`config.mk`:
```
export PLATFORM = sky130hd
export DESIGN_NAME = multicycle_control
export DESIGN_NICKNAME = d
export VERILOG_FILES = /design/src/rtl/multicycle_control_pkg.sv /design/src/rtl/multicycle_control_output_decoder.sv /design/src/rtl/multicycle_control.sv
export SDC_FILE = /design/constraint.sdc
export NUM_CORES = 1
export LEC_CHECK = 0
export ABC_AREA = 1
export BUFFER_PORTS_ARGS = -buffer_cell sky130_fd_sc_hd__buf_2
export CORE_ASPECT_RATIO = 1.1
export CORE_MARGIN = 5
export CORE_UTILIZATION = 56
export DETAILED_ROUTE_END_ITERATION = 12
export HOLD_SLACK_MARGIN = 0.02
export PLACE_DENSITY = 0.94
export SLEW_MARGIN = 5
export SYNTH_ARGS = -nofsm -noshare
export SYNTH_HDL_FRONTEND = slang
export SYNTH_HIERARCHICAL = 1
export SYNTH_SLANG_ARGS = --single-unit
export TNS_END_PERCENT = 20
```
`constraint.sdc`:
```
create_clock -name clk -period 4.5 [get_ports clk]
set_clock_uncertainty 0.1 [all_clocks]
set_input_delay 0.45 -clock clk [delete_from_list [all_inputs] [get_ports clk]]
set_output_delay 0.45 -clock clk [all_outputs]
set_load 0.03 [all_outputs]
```
`src/rtl/multicycle_control_pkg.sv`:
```
// Shared definitions for the multicycle MIPS control path: state encodings, opcodes,
// ALUOp codes and the control-word layout. Also imported by ALU control and the datapath.
package multicycle_control_pkg;

  typedef enum logic [3:0] {
    S_FETCH  = 4'd0,
    S_DECODE = 4'd1,
    S_MEMADR = 4'd2,
    S_MEMRD  = 4'd3,
    S_MEMWB  = 4'd4,
    S_MEMWR  = 4'd5,
    S_EXEC   = 4'd6,
    S_ALUWB  = 4'd7,
    S_BRANCH = 4'd8,
    S_JUMP   = 4'd9,
    S_ADDIEX = 4'd10,
    S_ADDIWB = 4'd11
  } state_t;

  localparam logic [5:0] OP_RTYPE = 6'b000000;
  localparam logic [5:0] OP_LW    = 6'b100011;
  localparam logic [5:0] OP_SW    = 6'b101011;
  localparam logic [5:0] OP_BEQ   = 6'b000100;
  localparam logic [5:0] OP_J     = 6'b000010;
  localparam logic [5:0] OP_ADDI  = 6'b001000;

  localparam logic [1:0] ALUOP_ADD   = 2'b00;
  localparam logic [1:0] ALUOP_SUB   = 2'b01;
  localparam logic [1:0] ALUOP_FUNCT = 2'b10;

  localparam logic [1:0] SRCB_B      = 2'b00;
  localparam logic [1:0] SRCB_FOUR   = 2'b01;
  localparam logic [1:0] SRCB_IMM    = 2'b10;
  localparam logic [1:0] SRCB_IMMSH2 = 2'b11;

  localparam logic [1:0] PCSRC_ALU    = 2'b00;
  localparam logic [1:0] PCSRC_ALUOUT = 2'b01;
  localparam logic [1:0] PCSRC_JUMP   = 2'b10;

  typedef struct packed {
    logic       pc_write;
    logic       pc_write_cond;
    logic       iord;
    logic       mem_read;
    logic       mem_write;
    logic       ir_write;
    logic       mem_to_reg;
    logic       reg_dst;
    logic       reg_write;
    logic       alu_src_a;
    logic [1:0] alu_src_b;
    logic [1:0] alu_op;
    logic [1:0] pc_source;
  } ctrl_t;

  localparam ctrl_t CTRL_NONE = '0;

  // States that stall on the memory handshake and are covered by the timeout.
  function automatic logic is_mem_wait(input state_t s);
    return (s == S_FETCH) || (s == S_MEMRD) || (s == S_MEMWR);
  endfunction

endpackage

```
`src/rtl/multicycle_control_output_decoder.sv`:
```
// Combinational State -> control word for the multicycle control FSM.
// ADDI states decode only when MC_ADDI_EN is defined.
module mc_output_decoder
  import multicycle_control_pkg::*;
(
  input  state_t i_state,
  output ctrl_t  o_ctrl
);

  always_comb begin
    o_ctrl = CTRL_NONE;
    unique case (i_state)
      S_FETCH: begin
        // ir_write/pc_write are qualified by MemReady in the top
        o_ctrl.iord      = 1'b0;
        o_ctrl.mem_read  = 1'b1;
        o_ctrl.ir_write  = 1'b1;
        o_ctrl.pc_write  = 1'b1;
        o_ctrl.alu_src_a = 1'b0;
        o_ctrl.alu_src_b = SRCB_FOUR;
        o_ctrl.alu_op    = ALUOP_ADD;
        o_ctrl.pc_source = PCSRC_ALU;
      end
      S_DECODE: begin
        o_ctrl.alu_src_a = 1'b0;
        o_ctrl.alu_src_b = SRCB_IMMSH2;
        o_ctrl.alu_op    = ALUOP_ADD;
      end
      S_MEMADR: begin
        o_ctrl.alu_src_a = 1'b1;
        o_ctrl.alu_src_b = SRCB_IMM;
        o_ctrl.alu_op    = ALUOP_ADD;
      end
      S_MEMRD: begin
        o_ctrl.iord     = 1'b1;
        o_ctrl.mem_read = 1'b1;
      end
      S_MEMWB: begin
        o_ctrl.reg_dst    = 1'b0;
        o_ctrl.mem_to_reg = 1'b1;
        o_ctrl.reg_write  = 1'b1;
      end
      S_MEMWR: begin
        o_ctrl.iord      = 1'b1;
        o_ctrl.mem_write = 1'b1;
      end
      S_EXEC: begin
        o_ctrl.alu_src_a = 1'b1;
        o_ctrl.alu_src_b = SRCB_B;
        o_ctrl.alu_op    = ALUOP_FUNCT;
      end
      S_ALUWB: begin
        o_ctrl.reg_dst    = 1'b1;
        o_ctrl.mem_to_reg = 1'b0;
        o_ctrl.reg_write  = 1'b1;
      end
      S_BRANCH: begin
        o_ctrl.alu_src_a     = 1'b1;
        o_ctrl.alu_src_b     = SRCB_B;
        o_ctrl.alu_op        = ALUOP_SUB;
        o_ctrl.pc_source     = PCSRC_ALUOUT;
        o_ctrl.pc_write_cond = 1'b1;
      end
      S_JUMP: begin
        o_ctrl.pc_source = PCSRC_JUMP;
        o_ctrl.pc_write  = 1'b1;
      end
`ifdef MC_ADDI_EN
      S_ADDIEX: begin
        o_ctrl.alu_src_a = 1'b1;
        o_ctrl.alu_src_b = SRCB_IMM;
        o_ctrl.alu_op    = ALUOP_ADD;
      end
      S_ADDIWB: begin
        o_ctrl.reg_dst    = 1'b0;
        o_ctrl.mem_to_reg = 1'b0;
        o_ctrl.reg_write  = 1'b1;
      end
`endif
      default: o_ctrl = CTRL_NONE;
    endcase
  end

endmodule

```
`src/rtl/multicycle_control.sv`:
```
// Main control FSM for the multicycle MIPS datapath with memory-ready timeout.
// Define MC_ADDI_EN to add the ADDI execute/write-back states.
module multicycle_control
  import multicycle_control_pkg::*;
#(
  parameter int MEM_TIMEOUT = 16
) (
  input  logic       clk,
  input  logic       reset,
  input  logic [5:0] Opcode,
  input  logic       MemReady,
  output logic       PCWrite,
  output logic       PCWriteCond,
  output logic       IorD,
  output logic       MemRead,
  output logic       MemWrite,
  output logic       IRWrite,
  output logic       MemtoReg,
  output logic       RegDst,
  output logic       RegWrite,
  output logic       ALUSrcA,
  output logic [1:0] ALUSrcB,
  output logic [1:0] ALUOp,
  output logic [1:0] PCSource,
  output logic       MemErr,
  output logic       IllegalOp,
  output logic [3:0] State
);

  // state  | meaning
  // FETCH  | read instruction at PC, PC+4; waits on MemReady
  // DECODE | register read, branch target into ALUOut, dispatch on opcode
  // MEMADR | load/store address = A + SignImm
  // MEMRD  | data read at ALUOut; waits on MemReady
  // MEMWB  | MDR -> rt
  // MEMWR  | data write at ALUOut; waits on MemReady
  // EXEC   | R-type ALU operation
  // ALUWB  | ALUOut -> rd
  // BRANCH | A - B, PC <= ALUOut if Zero
  // JUMP   | PC <= jump target
  // ADDIEX | A + SignImm (MC_ADDI_EN)
  // ADDIWB | ALUOut -> rt (MC_ADDI_EN)

  localparam int WAIT_W = $clog2(MEM_TIMEOUT + 1);
  localparam logic [WAIT_W-1:0] WAIT_LAST = WAIT_W'(MEM_TIMEOUT - 1);

  state_t            r_state;
  state_t            w_next;
  logic [WAIT_W-1:0] r_wait;
  logic              r_mem_err;
  logic              r_illegal;
  logic              w_waiting;
  logic              w_timeout;
  logic              w_illegal;
  logic              w_run;
  logic              w_fetch_ok;
  ctrl_t             w_ctrl;

  assign w_waiting = is_mem_wait(r_state) && !MemReady;
  assign w_timeout = w_waiting && (r_wait == WAIT_LAST);

  always_ff @(posedge clk or posedge reset) begin
    if (reset) begin
      r_state <= S_FETCH;
    end else begin
      r_state <= w_next;
    end
  end

  always_comb begin
    w_next    = r_state;
    w_illegal = 1'b0;
    unique case (r_state)
      S_FETCH:  if (MemReady) w_next = S_DECODE;
      S_DECODE: begin
        case (Opcode)
          OP_RTYPE:     w_next = S_EXEC;
          OP_LW, OP_SW: w_next = S_MEMADR;
          OP_BEQ:       w_next = S_BRANCH;
          OP_J:         w_next = S_JUMP;
`ifdef MC_ADDI_EN
          OP_ADDI:      w_next = S_ADDIEX;
`endif
          default: begin
            w_next    = S_FETCH;
            w_illegal = 1'b1;
          end
        endcase
      end
      S_MEMADR: w_next = (Opcode == OP_SW) ? S_MEMWR : S_MEMRD;
      S_MEMRD:  if (MemReady) w_next = S_MEMWB;
      S_MEMWB:  w_next = S_FETCH;
      S_MEMWR:  if (MemReady) w_next = S_FETCH;
      S_EXEC:   w_next = S_ALUWB;
      S_ALUWB:  w_next = S_FETCH;
      S_BRANCH: w_next = S_FETCH;
      S_JUMP:   w_next = S_FETCH;
`ifdef MC_ADDI_EN
      S_ADDIEX: w_next = S_ADDIWB;
      S_ADDIWB: w_next = S_FETCH;
`endif
      default:  w_next = S_FETCH;
    endcase
    // an expired wait overrides the hold; MemReady in the same cycle keeps w_timeout low
    if (w_timeout) begin
      w_next = S_FETCH;
    end
  end

  // A FETCH timeout does not change state, so the counter is also cleared on abort.
  always_ff @(posedge clk or posedge reset) begin
    if (reset) begin
      r_wait <= '0;
    end else if ((w_next != r_state) || w_timeout) begin
      r_wait <= '0;
    end else if (w_waiting) begin
      r_wait <= r_wait + WAIT_W'(1);
    end
  end

  always_ff @(posedge clk or posedge reset) begin
    if (reset) begin
      r_mem_err <= 1'b0;
      r_illegal <= 1'b0;
    end else begin
      r_mem_err <= w_timeout;
      r_illegal <= w_illegal;
    end
  end

  mc_output_decoder u_output_decoder (
    .i_state (r_state),
    .o_ctrl  (w_ctrl)
  );

  // Reset forces the whole control word to zero, so FETCH strobes cannot leak out.
  assign w_run      = ~reset;
  assign w_fetch_ok = (r_state != S_FETCH) || MemReady;

  assign PCWrite     = w_run & w_ctrl.pc_write & w_fetch_ok;
  assign IRWrite     = w_run & w_ctrl.ir_write & MemReady;
  assign PCWriteCond = w_run & w_ctrl.pc_write_cond;
  assign IorD        = w_run & w_ctrl.iord;
  assign MemRead     = w_run & w_ctrl.mem_read;
  assign MemWrite    = w_run & w_ctrl.mem_write;
  assign MemtoReg    = w_run & w_ctrl.mem_to_reg;
  assign RegDst      = w_run & w_ctrl.reg_dst;
  assign RegWrite    = w_run & w_ctrl.reg_write;
  assign ALUSrcA     = w_run & w_ctrl.alu_src_a;
  assign ALUSrcB     = w_ctrl.alu_src_b & {2{w_run}};
  assign ALUOp       = w_ctrl.alu_op & {2{w_run}};
  assign PCSource    = w_ctrl.pc_source & {2{w_run}};
  assign MemErr      = r_mem_err;
  assign IllegalOp   = r_illegal;
  assign State       = r_state;

endmodule
```
* After elaboration in Yosys (flattened, before gate mapping)
Cells that the tools add are included.
** Storage, ports and cells
- Output and inout bits :: 22
- Input port bits :: 9
- Register bits after elaboration :: 11
** Cells by class
- Reductions and logical operators :: 16
- Add/subtract/negate cells :: 1
- Equal/unequal tests :: 15
- Multiplexer cells :: 20
- Bitwise operators :: 16
** Operators with widths (count)
- 5-bit one-hot mux with 5 select lines :: 1
- 4-bit one-hot mux with 6 select lines :: 1
- 4-bit by 3-bit equality test with 1-bit output, second input constant :: 4
- 4-bit two-way mux :: 4
- 4-bit one-hot mux with 4 select lines :: 1
- 1-bit AND :: 12
- 6-bit equality test, second input constant :: 2
- 5-bit two-way mux :: 2
- 4-bit by 2-bit equality test with 1-bit output, second input constant :: 2
- 4-bit equality test, second input constant :: 2
- 1-bit two-way mux :: 8
- 2-bit OR reduction :: 4
- 2-bit AND :: 3
- 6-bit by 2-bit equality test with 1-bit output, second input constant :: 1
- 6-bit by 3-bit equality test with 1-bit output, second input constant :: 1
- 6-bit logical NOT :: 1
- 3-bit one-hot mux with 2 select lines :: 1
- 5-bit by 1-bit adder with 5-bit output, second input constant :: 1
- 5-bit by 4-bit equality test with 1-bit output, second input constant :: 1
- 5-bit OR reduction :: 1
- 4-bit by 1-bit equality test with 1-bit output, second input constant :: 1
- 4-bit logical NOT :: 1
- 1-bit logical OR :: 4
- 4-bit inequality test :: 1
- other kinds (7) :: 8

* Longest topological paths before layout
- Depth in word-level cells :: 9
- Gate-level depth with buffers :: 12

* By module
Netlist, hierarchy kept.
** Modules (own cells, without submodules)
- multicycle_control :: area each 959.7 um^2, instances 1, sequential area each 275.3 um^2, cells an instance 145
- mc_output_decoder :: area each 147.6 um^2, instances 1, sequential area each 0.0 um^2, cells an instance 38

* Least setup slack after synthesis
No wires, ideal clock.
- Path kind :: reg-to-output
- From :: reg r_state[3] (netlist: State[3])
- To :: out PCWriteCond
- Setup slack :: 2417 ps
- Stages on the path, launching flop included :: 8
- Path buffers :: 1
- Arrival :: 1533 ps
- Cell sequence :: dfrtp_1 inv_1 nor2_1 nand2_1 inv_1 buf_4 inv_1 nor2_1
** RTL lines
- start, declared :: RTL line multicycle_control.sv:47 : state_t r_state;
- start signal, assigned :: RTL line multicycle_control.sv:66 : r_state <= w_next;
- end, declared :: RTL line multicycle_control.sv:13 : output logic PCWriteCond,

==> flow_summary.yaml <==
outcome:
  status: "complete, no violations"
power:
  irDropWorstVdd_mv: 0.376
  powerDensity_nw_per_um2: 471
  total_power_uw: 614
  leakagePower_uw: 0.000850
route:
  drtPass1Iterations: 5
  drtIter0Drc: 19
  ant_nets: 0
  post_drt_wl_per_cell_um: 9.71
  avgViaCountPerCell: 4.56
  vias: 1099
  drc: 0
  wirelength_um: 2340
placement:
  placed_area_um2: 1280
  placed_cells: 237
  dp_hpwl_um: 1930
  port-buffer-count: 30
  gp_congestion: 0.795
  dp_slack_ps: 2510
worst_setup_path:
  required_ps: 3950
  crit_top_cell: "nand2_1"
  crit_buf_inv: 3
  crit_type: "flip-flop to output port"
  crit_family: "flip-flops"
  cpPeakStageDelay_ps: 600
  cp_max_fo: 13
  crit_path_start_kind: "flip-flop"
  crit_path_cell_trace: "nand2_1 -> inv_1 -> nand2_1 -> nand2_1 -> inv_1 -> nor2_1 -> buf_2"
  arrival_ps: 1580
  crit_slowest_cell: "dfrtp_1"
  end_kind: "output port"
clock_tree:
  clock_path_buffers: 2
  ctsHtreeMaxLevel: 1
  post_cts_resized: 0
  cts_root_buffer: "clkbuf_4"
  cts_buffers: 3
  cts_setup_buffers: 0
  clk_pin_slew_ps: 70
  ctsHoldBuffers: 0
  clock_latency_ps: 260
  cts.sinks: 11
  cts_tree: "built"
sta:
  hold_viol_final: 0
  worst_pin_slew_ps: 447
  fin_crit_sh_pct: 47.4
  slew_headroom_pct: 70.2
  rsz0062_at_grt: "false"
  finalSetupTns_ps: 0
  fin_crit_ps: 2130
  slew_violations: 0
  final-setup-viol-count: 0
  setup_ws_ps: 2370
  maxClockFrequency_mhz: 469
floorplan:
  die_w_um: 52.4
  pin_count: 31
  core_area_um2: 1840
  start_util_pct: 60.1
  die_h_um: 56.6
  dieArea_um2: 2970
  row_count: 16
synth:
  syn_inst: 183
  seq_area_frac_synth_pct: 24.9
  ys_seq_elements: 11
  synth_area_um2: 1110
  syn_area_per_cell_um2: 6.05
  syn_nets: 194
  ys_types: 21
  yosysWarnings: 6
cells_and_area:
  regArea_um2: 275
  drive_above_1_share_pct: 26.2
  fillers: 179
  stdcell_area_um2: 1300
  syn_to_final_growth_pct: 17.6
  instances_no_fill: 241
  diodes: 0
  fin_nets: 226
  multi_input_area_um2: 626
job:
  drv_cap: 0
grt:
  grt_max_degree: 17
  track_usage_pct: 17.5
  antenna_found_initial: 0
  grt_pass1_vias: 1009
  grt-ovfl-total: 0
  grt_pass1_wl_um: 4110
worst_hold_path:
  hp-class: "input port to asynchronous set/reset pin"
## where the power goes
group / switching [uW] / internal, uW / total [uW]
Sequential: 36.5 / 122 / 158
Clock: 31.7 / 34.3 / 65.9
Combinational: 266 / 124 / 390
Total: 334 / 280 / 614
## per-stage QoR
stage,hold WS [ps],utilization [%]
final,202,70.7
after global routing,246,70.7
after floorplan,347,-
after CTS,214,70.7
after global placement,374,69.3
after detailed placement,381,69.3
## area by class of cell
cell class,count,share of cell area (%)
inverters,51,14.7
repair buffers,30,11.5
multi-input cells,118,48.0
flip-flops and latches,11,21.1
well taps,27,2.59
clock buffers,4,2.02
## cells by family after synthesis
kind of cell	count (synthesis)	share of synthesized area, %
AND/OR/NAND/NOR	113	52.0
buffers and inverters	54	18.6
flip-flops	11	24.9
XOR/XNOR	2	1.58
adder cells (fa/ha/maj)	2	2.26
AO/OA/AOI/OAI	1	0.678
## worst paths after layout
kind / slack [ps] / endpoint / from / cells after the start
max: 2370 / RegWrite / State[1]$_DFF_PP0_ / 7
min: 200 / MemErr$_DFF_PP0_ / reset / 2
max reg2reg: 2710 / r_wait[2]$_DFFE_PP0P_ / r_wait[0]$_DFFE_PP0P_ / 9
min reg2reg: 400 / r_wait[0]$_DFFE_PP0P_ / r_wait[0]$_DFFE_PP0P_ / 1
max in group asynchronous: 3790 / r_wait[0]$_DFFE_PP0P_ / reset / 2
min in group clk: 400 / r_wait[0]$_DFFE_PP0P_ / r_wait[0]$_DFFE_PP0P_ / 1
## flip-flops by register name, summed over array words and instances, names as in the netlist
name / flops
IllegalOp: 1
r_wait: 5
MemErr: 1
State: 4
## synthesized netlist by cell type
cell,number,area share [%]
buf_4,1,0.68
clkbuf_1,2,0.68
clkinv_1,1,0.34
dfrtp_1,11,25
ha_1,2,2.3
inv_1,48,16
inv_2,2,0.68
nand2_1,43,15
nand2_2,6,3.4
nand3_1,11,5.0
nand3_2,2,1.8
nand3_4,3,4.7
nand4_1,3,1.7
nor2_1,34,12
nor2_2,2,1.1
nor2_4,3,3.1
nor3_2,5,4.5
nor4_1,1,0.57
o211ai_1,1,0.68
xnor2_1,1,0.79
xor2_1,1,0.79
## per-layer routing
layer	GRT usage, %	up-vias	share of wire, %
met2	31.4	35	48
met3	3.70	6	7.7
met1	20.8	464	44
li1	-	594	-
met4	3.65	0	0.86
met5	0	-	0
## layout by cell type, fill, tap and decap left out, types with 3 or more instances in the layout
master	count
inv_1	48
nand2_1	43
nor2_1	34
buf_2	30
dfrtp_1	11
nand3_1	11
nand2_2	6
nor3_2	5
nor2_4	3
nand4_1	3
nand3_4	3
clkbuf_4	3
Note: power is estimated with default switching activity, not from simulation.
